File: config.mk
export PLATFORM = sky130hd
export DESIGN_NAME = run_ctrl_flat
export DESIGN_NICKNAME = d
export VERILOG_FILES = /design/src/rtl/run_ctrl_if.sv /design/src/rtl/run_ctrl.sv /design/src/flat_wrapper.sv
export SDC_FILE = /design/constraint.sdc
export NUM_CORES = 1
export LEC_CHECK = 0
export BUFFER_PORTS_ARGS = -buffer_cell sky130_fd_sc_hd__buf_4
export CAP_MARGIN = 30
export CORE_MARGIN = 1
export CORE_UTILIZATION = 51
export CTS_CLUSTER_SIZE = 20
export DETAILED_ROUTE_END_ITERATION = 16
export PLACE_DENSITY = 0.78
export SKIP_LAST_GASP = 1
export SYNTH_ARGS = -nofsm -noshare
export SYNTH_HDL_FRONTEND = slang
export SYNTH_SLANG_ARGS = --single-unit
File: constraint.sdc
create_clock -name clk -period 1.9 [get_ports clk]
set_input_delay 0.38 -clock clk [delete_from_list [all_inputs] [get_ports clk]]
set_output_delay 0.38 -clock clk [all_outputs]
set_load 0.1 [all_outputs]
File: src/rtl/run_ctrl_if.sv
// Run-control handshake bundle: bench/processor-facing request, halt and
// status signals shared between the run controller and its environment.
interface run_ctrl_if #(
  parameter int unsigned CW = 16
);
  logic          req;
  logic          core_halt;
  logic          core_rst;
  logic          core_en;
  logic          done;
  logic          timeout;
  logic [CW-1:0] cycle_count;
  logic [1:0]    state;

  // Environment side: issues run requests and reports processor halt.
  modport master (
    output req,
    output core_halt,
    input  core_rst,
    input  core_en,
    input  done,
    input  timeout,
    input  cycle_count,
    input  state
  );

  // Controller side.
  modport slave (
    input  req,
    input  core_halt,
    output core_rst,
    output core_en,
    output done,
    output timeout,
    output cycle_count,
    output state
  );
endinterface

File: src/rtl/run_ctrl.sv
// Run controller: sequences a processor through reset, a bounded run and a
// done handshake. A run starts on req, holds the core in reset for RST_CYC
// cycles, counts enabled run cycles until core_halt or the MAX_CYC limit,
// then parks in DONE (core frozen) until req is released.
module run_ctrl #(
  parameter int unsigned   RST_CYC = 2,        // 1..15
  parameter int unsigned   CW      = 16,
  parameter logic [CW-1:0] MAX_CYC = 16'hFFFF  // 1..2^CW-1
) (
  input logic       clk,
  input logic       reset,
  run_ctrl_if.slave bus
);

  typedef enum logic [1:0] {
    IDLE       = 2'd0,
    RESET_CORE = 2'd1,
    RUN        = 2'd2,
    DONE       = 2'd3
  } state_e;

  // Hold counter counts down to zero, so loading RST_CYC-1 yields exactly
  // RST_CYC cycles in RESET_CORE.
  localparam logic [3:0] RST_LOAD = 4'(RST_CYC - 1);

  state_e        state_q,    state_d;
  logic [3:0]    rst_cnt_q,  rst_cnt_d;
  logic [CW-1:0] cnt_q,      cnt_d;
  logic          timeout_q,  timeout_d;
  logic          core_rst_q, core_rst_d;
  logic          core_en_q,  core_en_d;
  logic          done_q,     done_d;

  // Next-state, counter and output decode; outputs are decoded from the
  // next state so the registered copies always match the registered state.
  always_comb begin
    state_d   = state_q;
    rst_cnt_d = rst_cnt_q;
    cnt_d     = cnt_q;
    timeout_d = timeout_q;

    case (state_q)
      IDLE: begin
        if (bus.req) begin
          state_d   = RESET_CORE;
          cnt_d     = '0;
          timeout_d = 1'b0;
          rst_cnt_d = RST_LOAD;
        end
      end
      RESET_CORE: begin
        if (rst_cnt_q == '0) begin
          state_d = RUN;
        end else begin
          rst_cnt_d = rst_cnt_q - 4'd1;
        end
      end
      RUN: begin
        // Halt wins over the limit; the count saturates rather than wraps.
        if (bus.core_halt) begin
          state_d = DONE;
        end else if (cnt_q == MAX_CYC) begin
          state_d   = DONE;
          timeout_d = 1'b1;
        end else begin
          cnt_d = cnt_q + CW'(1);
        end
      end
      DONE: begin
        if (!bus.req) begin
          state_d = IDLE;
        end
      end
      default: state_d = IDLE;
    endcase

    core_rst_d = (state_d == IDLE) || (state_d == RESET_CORE);
    core_en_d  = (state_d == RUN);
    done_d     = (state_d == DONE);
  end

  // State, counters and registered outputs; reset abandons any run.
  always_ff @(posedge clk) begin
    if (reset) begin
      state_q    <= IDLE;
      rst_cnt_q  <= '0;
      cnt_q      <= '0;
      timeout_q  <= 1'b0;
      core_rst_q <= 1'b1;
      core_en_q  <= 1'b0;
      done_q     <= 1'b0;
    end else begin
      state_q    <= state_d;
      rst_cnt_q  <= rst_cnt_d;
      cnt_q      <= cnt_d;
      timeout_q  <= timeout_d;
      core_rst_q <= core_rst_d;
      core_en_q  <= core_en_d;
      done_q     <= done_d;
    end
  end

  assign bus.core_rst    = core_rst_q;
  assign bus.core_en     = core_en_q;
  assign bus.done        = done_q;
  assign bus.timeout     = timeout_q;
  assign bus.cycle_count = cnt_q;
  assign bus.state       = state_q;

endmodule
File: src/flat_wrapper.sv
// flat-port wrapper written by rule: the top's interface ports become plain ports
module run_ctrl_flat 
#(
  parameter int unsigned   RST_CYC = 2,                
  parameter int unsigned   CW      = 16,
  parameter logic [CW-1:0] MAX_CYC = 16'hFFFF              
)
  (clk, reset, bus_req, bus_core_halt, bus_core_rst, bus_core_en, bus_done, bus_timeout, bus_cycle_count, bus_state);
  run_ctrl_if #(.CW(CW)) bus_i ();
  input logic clk;
  input logic reset;
  input wire logic [$bits(bus_i.req)-1:0] bus_req;
  input wire logic [$bits(bus_i.core_halt)-1:0] bus_core_halt;
  output wire logic [$bits(bus_i.core_rst)-1:0] bus_core_rst;
  output wire logic [$bits(bus_i.core_en)-1:0] bus_core_en;
  output wire logic [$bits(bus_i.done)-1:0] bus_done;
  output wire logic [$bits(bus_i.timeout)-1:0] bus_timeout;
  output wire logic [$bits(bus_i.cycle_count)-1:0] bus_cycle_count;
  output wire logic [$bits(bus_i.state)-1:0] bus_state;
  assign bus_i.req = bus_req;
  assign bus_i.core_halt = bus_core_halt;
  assign bus_core_rst = bus_i.core_rst;
  assign bus_core_en = bus_i.core_en;
  assign bus_done = bus_i.done;
  assign bus_timeout = bus_i.timeout;
  assign bus_cycle_count = bus_i.cycle_count;
  assign bus_state = bus_i.state;
  run_ctrl #(.RST_CYC(RST_CYC), .CW(CW), .MAX_CYC(MAX_CYC)) u_core (.clk(clk), .reset(reset), .bus(bus_i));
endmodule
; ---- Word level (Yosys, flattened, before mapping)
; Index checks and enable logic that the tools add are counted.
[classes]
n_addsub = 2
muxes = 17
n_eq_ne = 12
n_reduce_logical = 9
[op_table]
columns = operator, n
row1 = $mux 16, 3
row2 = $pmux 16 s2, 1
row3 = $add 16x1->16 const B, 1
row4 = $eq 16x16->1 const B, 1
row5 = $mux 2, 5
row6 = $eq 2x2->1 const B, 4
row7 = $mux 4, 2
row8 = $ne 2x2->1 const B, 4
row9 = $pmux 2 s4, 1
row10 = $pmux 4 s2, 1
row11 = $reduce_and 4->1, 2
row12 = $eq 2x1->1 const B, 2
row13 = $logic_not 2->1, 2
row14 = $logic_not 4->1, 1
row15 = $reduce_bool 2->1, 2
row16 = $sub 4x1->4 const B, 1
row17 = $mux 1, 3
row18 = $reduce_and 3->1, 1
row19 = $ne 2x1->1 const B, 1
row20 = $pmux 1 s2, 1
row21 = $logic_or 1x1->1, 1
[word_totals]
in_bits = 4
word_cells = 47
ff_bits = 26
out_inout_bits = 22

; ---- Logic depth before layout (Yosys ltp)
[logic_depth]
depth_word = 6
depth_mapped = 6
depth_no_buf = 6

; ---- Worst setup path after synthesis
; Ideal clock, no wire load.
[synth_timing]
kind = register to register
start = reg u_core.cnt_q[0] (netlist: u_core.bus.cycle_count[0])
end = reg u_core.cnt_q[5] (netlist: u_core.bus.cycle_count[5])
period_less_slack_ns = 2.373
setup_time_ns = 0.127
arrival_ns = 2.246
n_path_buf = 1
slack_ns = -0.473
path_stages_with_launch = 7
required_ns = 1.773
cell_sequence = dfxtp_1 -> ha_1 -> nand3_1 -> nor3_1 -> buf_2 -> a211oi_1 -> mux2i_1
[synth_via]
elab_chain_len = 4
word_cells_on_any_way = 7
cone_classes = 1 x add/sub / 2 x eq/ne / 3 x mux / 1 x reduce/logical
[synth_lines]
columns = item, line
row1 = "start, declared", run_ctrl.sv:28  ; logic [CW-1:0] cnt_q, cnt_d;
row2 = "start signal, assigned", run_ctrl.sv:95  ; cnt_q <= cnt_d;
row3 = $add 16x1->16, run_ctrl.sv:66  ; cnt_d = cnt_q + CW'(1);
row4 = $mux 16, run_ctrl.sv:62  ; end else if (cnt_q == MAX_CYC) begin
row5 = $mux 16, run_ctrl.sv:60  ; if (bus.core_halt) begin
row6 = $pmux 16 s2, run_ctrl.sv:42  ; case (state_q)
; Parallel ways exist; a longest one is shown, timed or not. The select of a mux whose other input is x is not followed.
; A chain may end at the register's enable or synchronous reset.

; ---- Worst setup path in the final report
[layout_timing]
start = reg u_core.state_q[1] (netlist: u_core.bus.state[1])
end = reg u_core.cnt_q[9] (netlist: u_core.bus.cycle_count[9])
[layout_via]
elab_chain_len = 3
word_cells_on_any_way = 8
cone_classes = 4 x eq/ne / 1 x mux / 3 x reduce/logical
[layout_lines]
columns = item, line
row1 = "start, declared", run_ctrl.sv:26  ; state_e state_q, state_d;
row2 = "start signal, assigned", run_ctrl.sv:93  ; state_q <= state_d;
row3 = $eq 2x2->1 or $logic_not 2->1 (tied branches), run_ctrl.sv:42
row4 = $ne 2x2->1 (no line) or $reduce_bool 2->1 (tied branches), -
row5 = $reduce_and 4->1 (no line), -
; Parallel ways exist; a longest one is shown, timed or not.

==> impl_results.md <==
- R2r worst-path depth: 4
- Rows: 18
- Global route overflow: 0
- Final GP Congestion: 0.852
- FF-to-FF Start: u_core.bus.state[1]$_SDFF_PP0_
- Sequential Power Share: 0.333
- Ys flop type: dfxtp_1
- Initial antenna violation count: 0
- Max Used Layer: met4
- RSZ-0062 raised after global routing: no
- Vias in the first global route: 1331
- DR vias/cell: 6.19
- Die area: 3040 um2
- Crit path launch type: flip-flop
- Clock root cell: clkbuf_4
- Initial core utilization: 0.560
- Area leader, netlist: dfxtp_1
- Post-DRT Antenna Nets: 0
- Ratio of cells with drive above 1 in the final layout: 0.325
- Met1 wire length: 1.52 mm
- Clock network power share: 0.162
- EDFF count, synth: 0
- Post-detail-place hpwl: 2.53 mm
- Clock transition at path regs: 0.15 ns
- Met2 WL post-DR: 1.74 mm
- # diodes: 0
- Synth unique cells: 45
- Pint: 0.00115 W
- Placed cells: 226
- Most common cell after layout, fill and taps aside: buf_4
- I/O Buffers: 25
- R2R Setup Slk: 0.17 ns
- Die Y: 55.1 um
- Flops & latches, synth: 26
- Largest net degree at the start of global routing: 23
- Max incr delay on CP: 0.53 ns
- Mapped Area: 1440 um2
- Synth warn: 0
- Worst Max-Slew Pin Slew: 0.406 ns
- First-pass GRT wire length: 5.53 mm
- Final WL: 3.42 mm
- Via count: 1423
- Final setup viols: 0
- Hold Crit Start: reset
- Post-CTS sizing: 0
- Rel. slew slack: 0.723
- Layout area overhead: 25.8%
- # nets final: 208
- Crit path cell chain: nand2b_1, a2111o_1, or4_1, a21oi_1
- Layout Skew: 0.00503 ns
- Clk Latency, worst-skew pair: 0.33 ns
- Setup Buffers After CTS: 0
- Worst-path fanout max: 7
- Sequential share of the synthesized area: 0.362
- Sw power: 0.000906 W
- Leakage: 0.691 nW
- Final critical-path setup slack: 0.169 ns
- Max IR drop VDD: 1.13 mV
- Sw frac: 0.441
- DRC: 0
- Hold-fix buffers, CTS: 0
- DR WL met3: 122 um
- Sink Count: 26
- Fin crit period: 1.73 ns
- Top cell type's share of synthesized area: 0.362
- CTS tree: done
- Final slew viol count: 0
- CP max-delay cell: a2111o_1
- Setup Total Neg Slack: 0 ns
- Syn_nets: 174
- Endpoint class of the critical path: flip-flop
- Wire length per cell: 14.9 um
- Synth top area cells: dfxtp_1 (36%), mux2i_1 (4.9%), a211oi_1 (3.7%)
- Hold Path Class: in -> reg
- Worst endpoint data arrival time: 1.99 ns
- Power Dens Cells: 1140 nW/um2
- Comb pwr share: 0.505
- H-tree Lvls: 1
- CTS Buffer Depth: 2
- Layout Cells excl Fill: 230
- Async set-or-reset flop fraction in the synthesized netlist: 0
- Reg-to-reg endpoint: u_core.bus.cycle_count[9]$_SDFFE_PP0P_
- Status: finished clean
- Initial drt markers: 28
- Place WS: 0.120 ns
- I/O pin cnt: 26
- Total GRT Usage: 0.254
- First drt pass iteration count: 4
- Chip width: 55.1 um
- Synth Instances: 167
- CP Class: reg -> reg
- Highest Clock Rate: 0.578 GHz
- Most frequent cells in the layout: buf_4 (37), dfxtp_2 (11), nand2_1 (10)
- Crit path capture: u_core.bus.cycle_count[9]$_SDFFE_PP0P_
- Endpoints failing hold: 0
- Core area: 2570 um2
- Max cap viols: 0
- Fill cell count: 219
- CTS buffer count: 3
- Critical path origin: u_core.bus.state[1]$_SDFF_PP0_
- Final worst path period share: 0.911
- Syn Area/Cell: 8.62 um2
- CP Data Required Time: 2.16 ns
layer usage:
metal / vias to the layer above / GRT usage
met4: 0 / 0.108
met1: 692 / 0.288
met3: 4 / 0.0383
li1: 692 / -
met2: 35 / 0.466
met5: - / 0
Yosys cell counts (all sizes together), types with 2 or more instances:
library cell	n
a21o	3
or3	6
nand2	10
inv	9
a221oi	2
nand3	9
nand4bb	2
dfxtp	26
nand4	3
nor3	6
a21oi	7
nand4b	5
o2bb2ai	2
nand2b	7
nor3b	2
ha	3
clkbuf	7
a31oi	2
or2	3
nor2	8
o21ai	3
xnor2	2
o41ai	4
a211oi	8
and2	2
and4	2
mux2i	7
cell families (layout without fill, tap and decap cells):
| logic type | after synthesis | in the layout | share of synthesized area |
|---|---|---|---|
| compound gates | 40 | 40 | 0.207 |
| xor+xnor | 2 | 2 | 0.0122 |
| fa+ha+maj | 3 | 3 | 0.0261 |
| buf+inv | 17 | 50 | 0.0452 |
| flops | 26 | 26 | 0.362 |
| mux | 8 | 8 | 0.0565 |
| simple gates | 71 | 71 | 0.291 |
sequential cells by signal, summed over array words and instances, names as in the netlist:
name                    cells
u_core.bus.core_en          1
u_core.bus.core_rst         1
u_core.bus.cycle_count     16
u_core.bus.done             1
u_core.bus.state            2
u_core.bus.timeout          1
u_core.rst_cnt_q            4
worst min-delay path by stage:
stage / to / slack, ns / cells past startpoint
2_1_floorplan: u_core.rst_cnt_q[1]$_SDFFE_PP0P_ / 0.45 / 2
3_3_place_gp: u_core.bus.cycle_count[15]$_SDFFE_PP0P_ / 0.47 / 2
3_5_place_dp: u_core.rst_cnt_q[1]$_SDFFE_PP0P_ / 0.48 / 2
4_1_cts: u_core.rst_cnt_q[1]$_SDFFE_PP0P_ / 0.35 / 2
5_1_grt: u_core.rst_cnt_q[1]$_SDFFE_PP0P_ / 0.35 / 2
6_report: u_core.rst_cnt_q[1]$_SDFFE_PP0P_ / 0.36 / 2
power groups by stage:
stage	clock network, W	logic (W)	registers [W]
detailed placement	0	0.00103	0.000692
finish	0.000334	0.00104	0.000684
global route	0.000365	0.00112	0.000693
CTS	0.000337	0.00104	0.000682
floorplan	0	0.000496	0.000970
global placement	0	0.00100	0.000689
critical path: cells and delay by family (launching register included):
family          cells  cell delay (ns)
compound gates      2             0.69
flops               1             0.39
simple gates        2             0.58
per-stage QoR:
stage | power, W | area (um2) | utilization | hold WS [ns]
detailed placement | 0.00173 | 1760 | 0.687 | 0.481
global placement | 0.00169 | 1760 | 0.687 | 0.466
CTS | 0.00206 | 1810 | 0.705 | 0.351
finish | 0.00206 | 1810 | 0.705 | 0.356
global route | 0.00218 | 1810 | 0.705 | 0.348
floorplan | 0.00147 | 1480 | - | 0.454
area by class of cell:
| class | count | area (um2) | area share |
|---|---|---|---|
| multi-input cells | 124 | 853 | 0.471 |
| flip-flops and latches | 26 | 561 | 0.310 |
| repair buffers | 37 | 278 | 0.153 |
| clock buffers | 4 | 47.5 | 0.0263 |
| well taps | 30 | 37.5 | 0.0207 |
| inverters | 9 | 33.8 | 0.0187 |
Note: power is estimated with default switching activity, not from simulation.
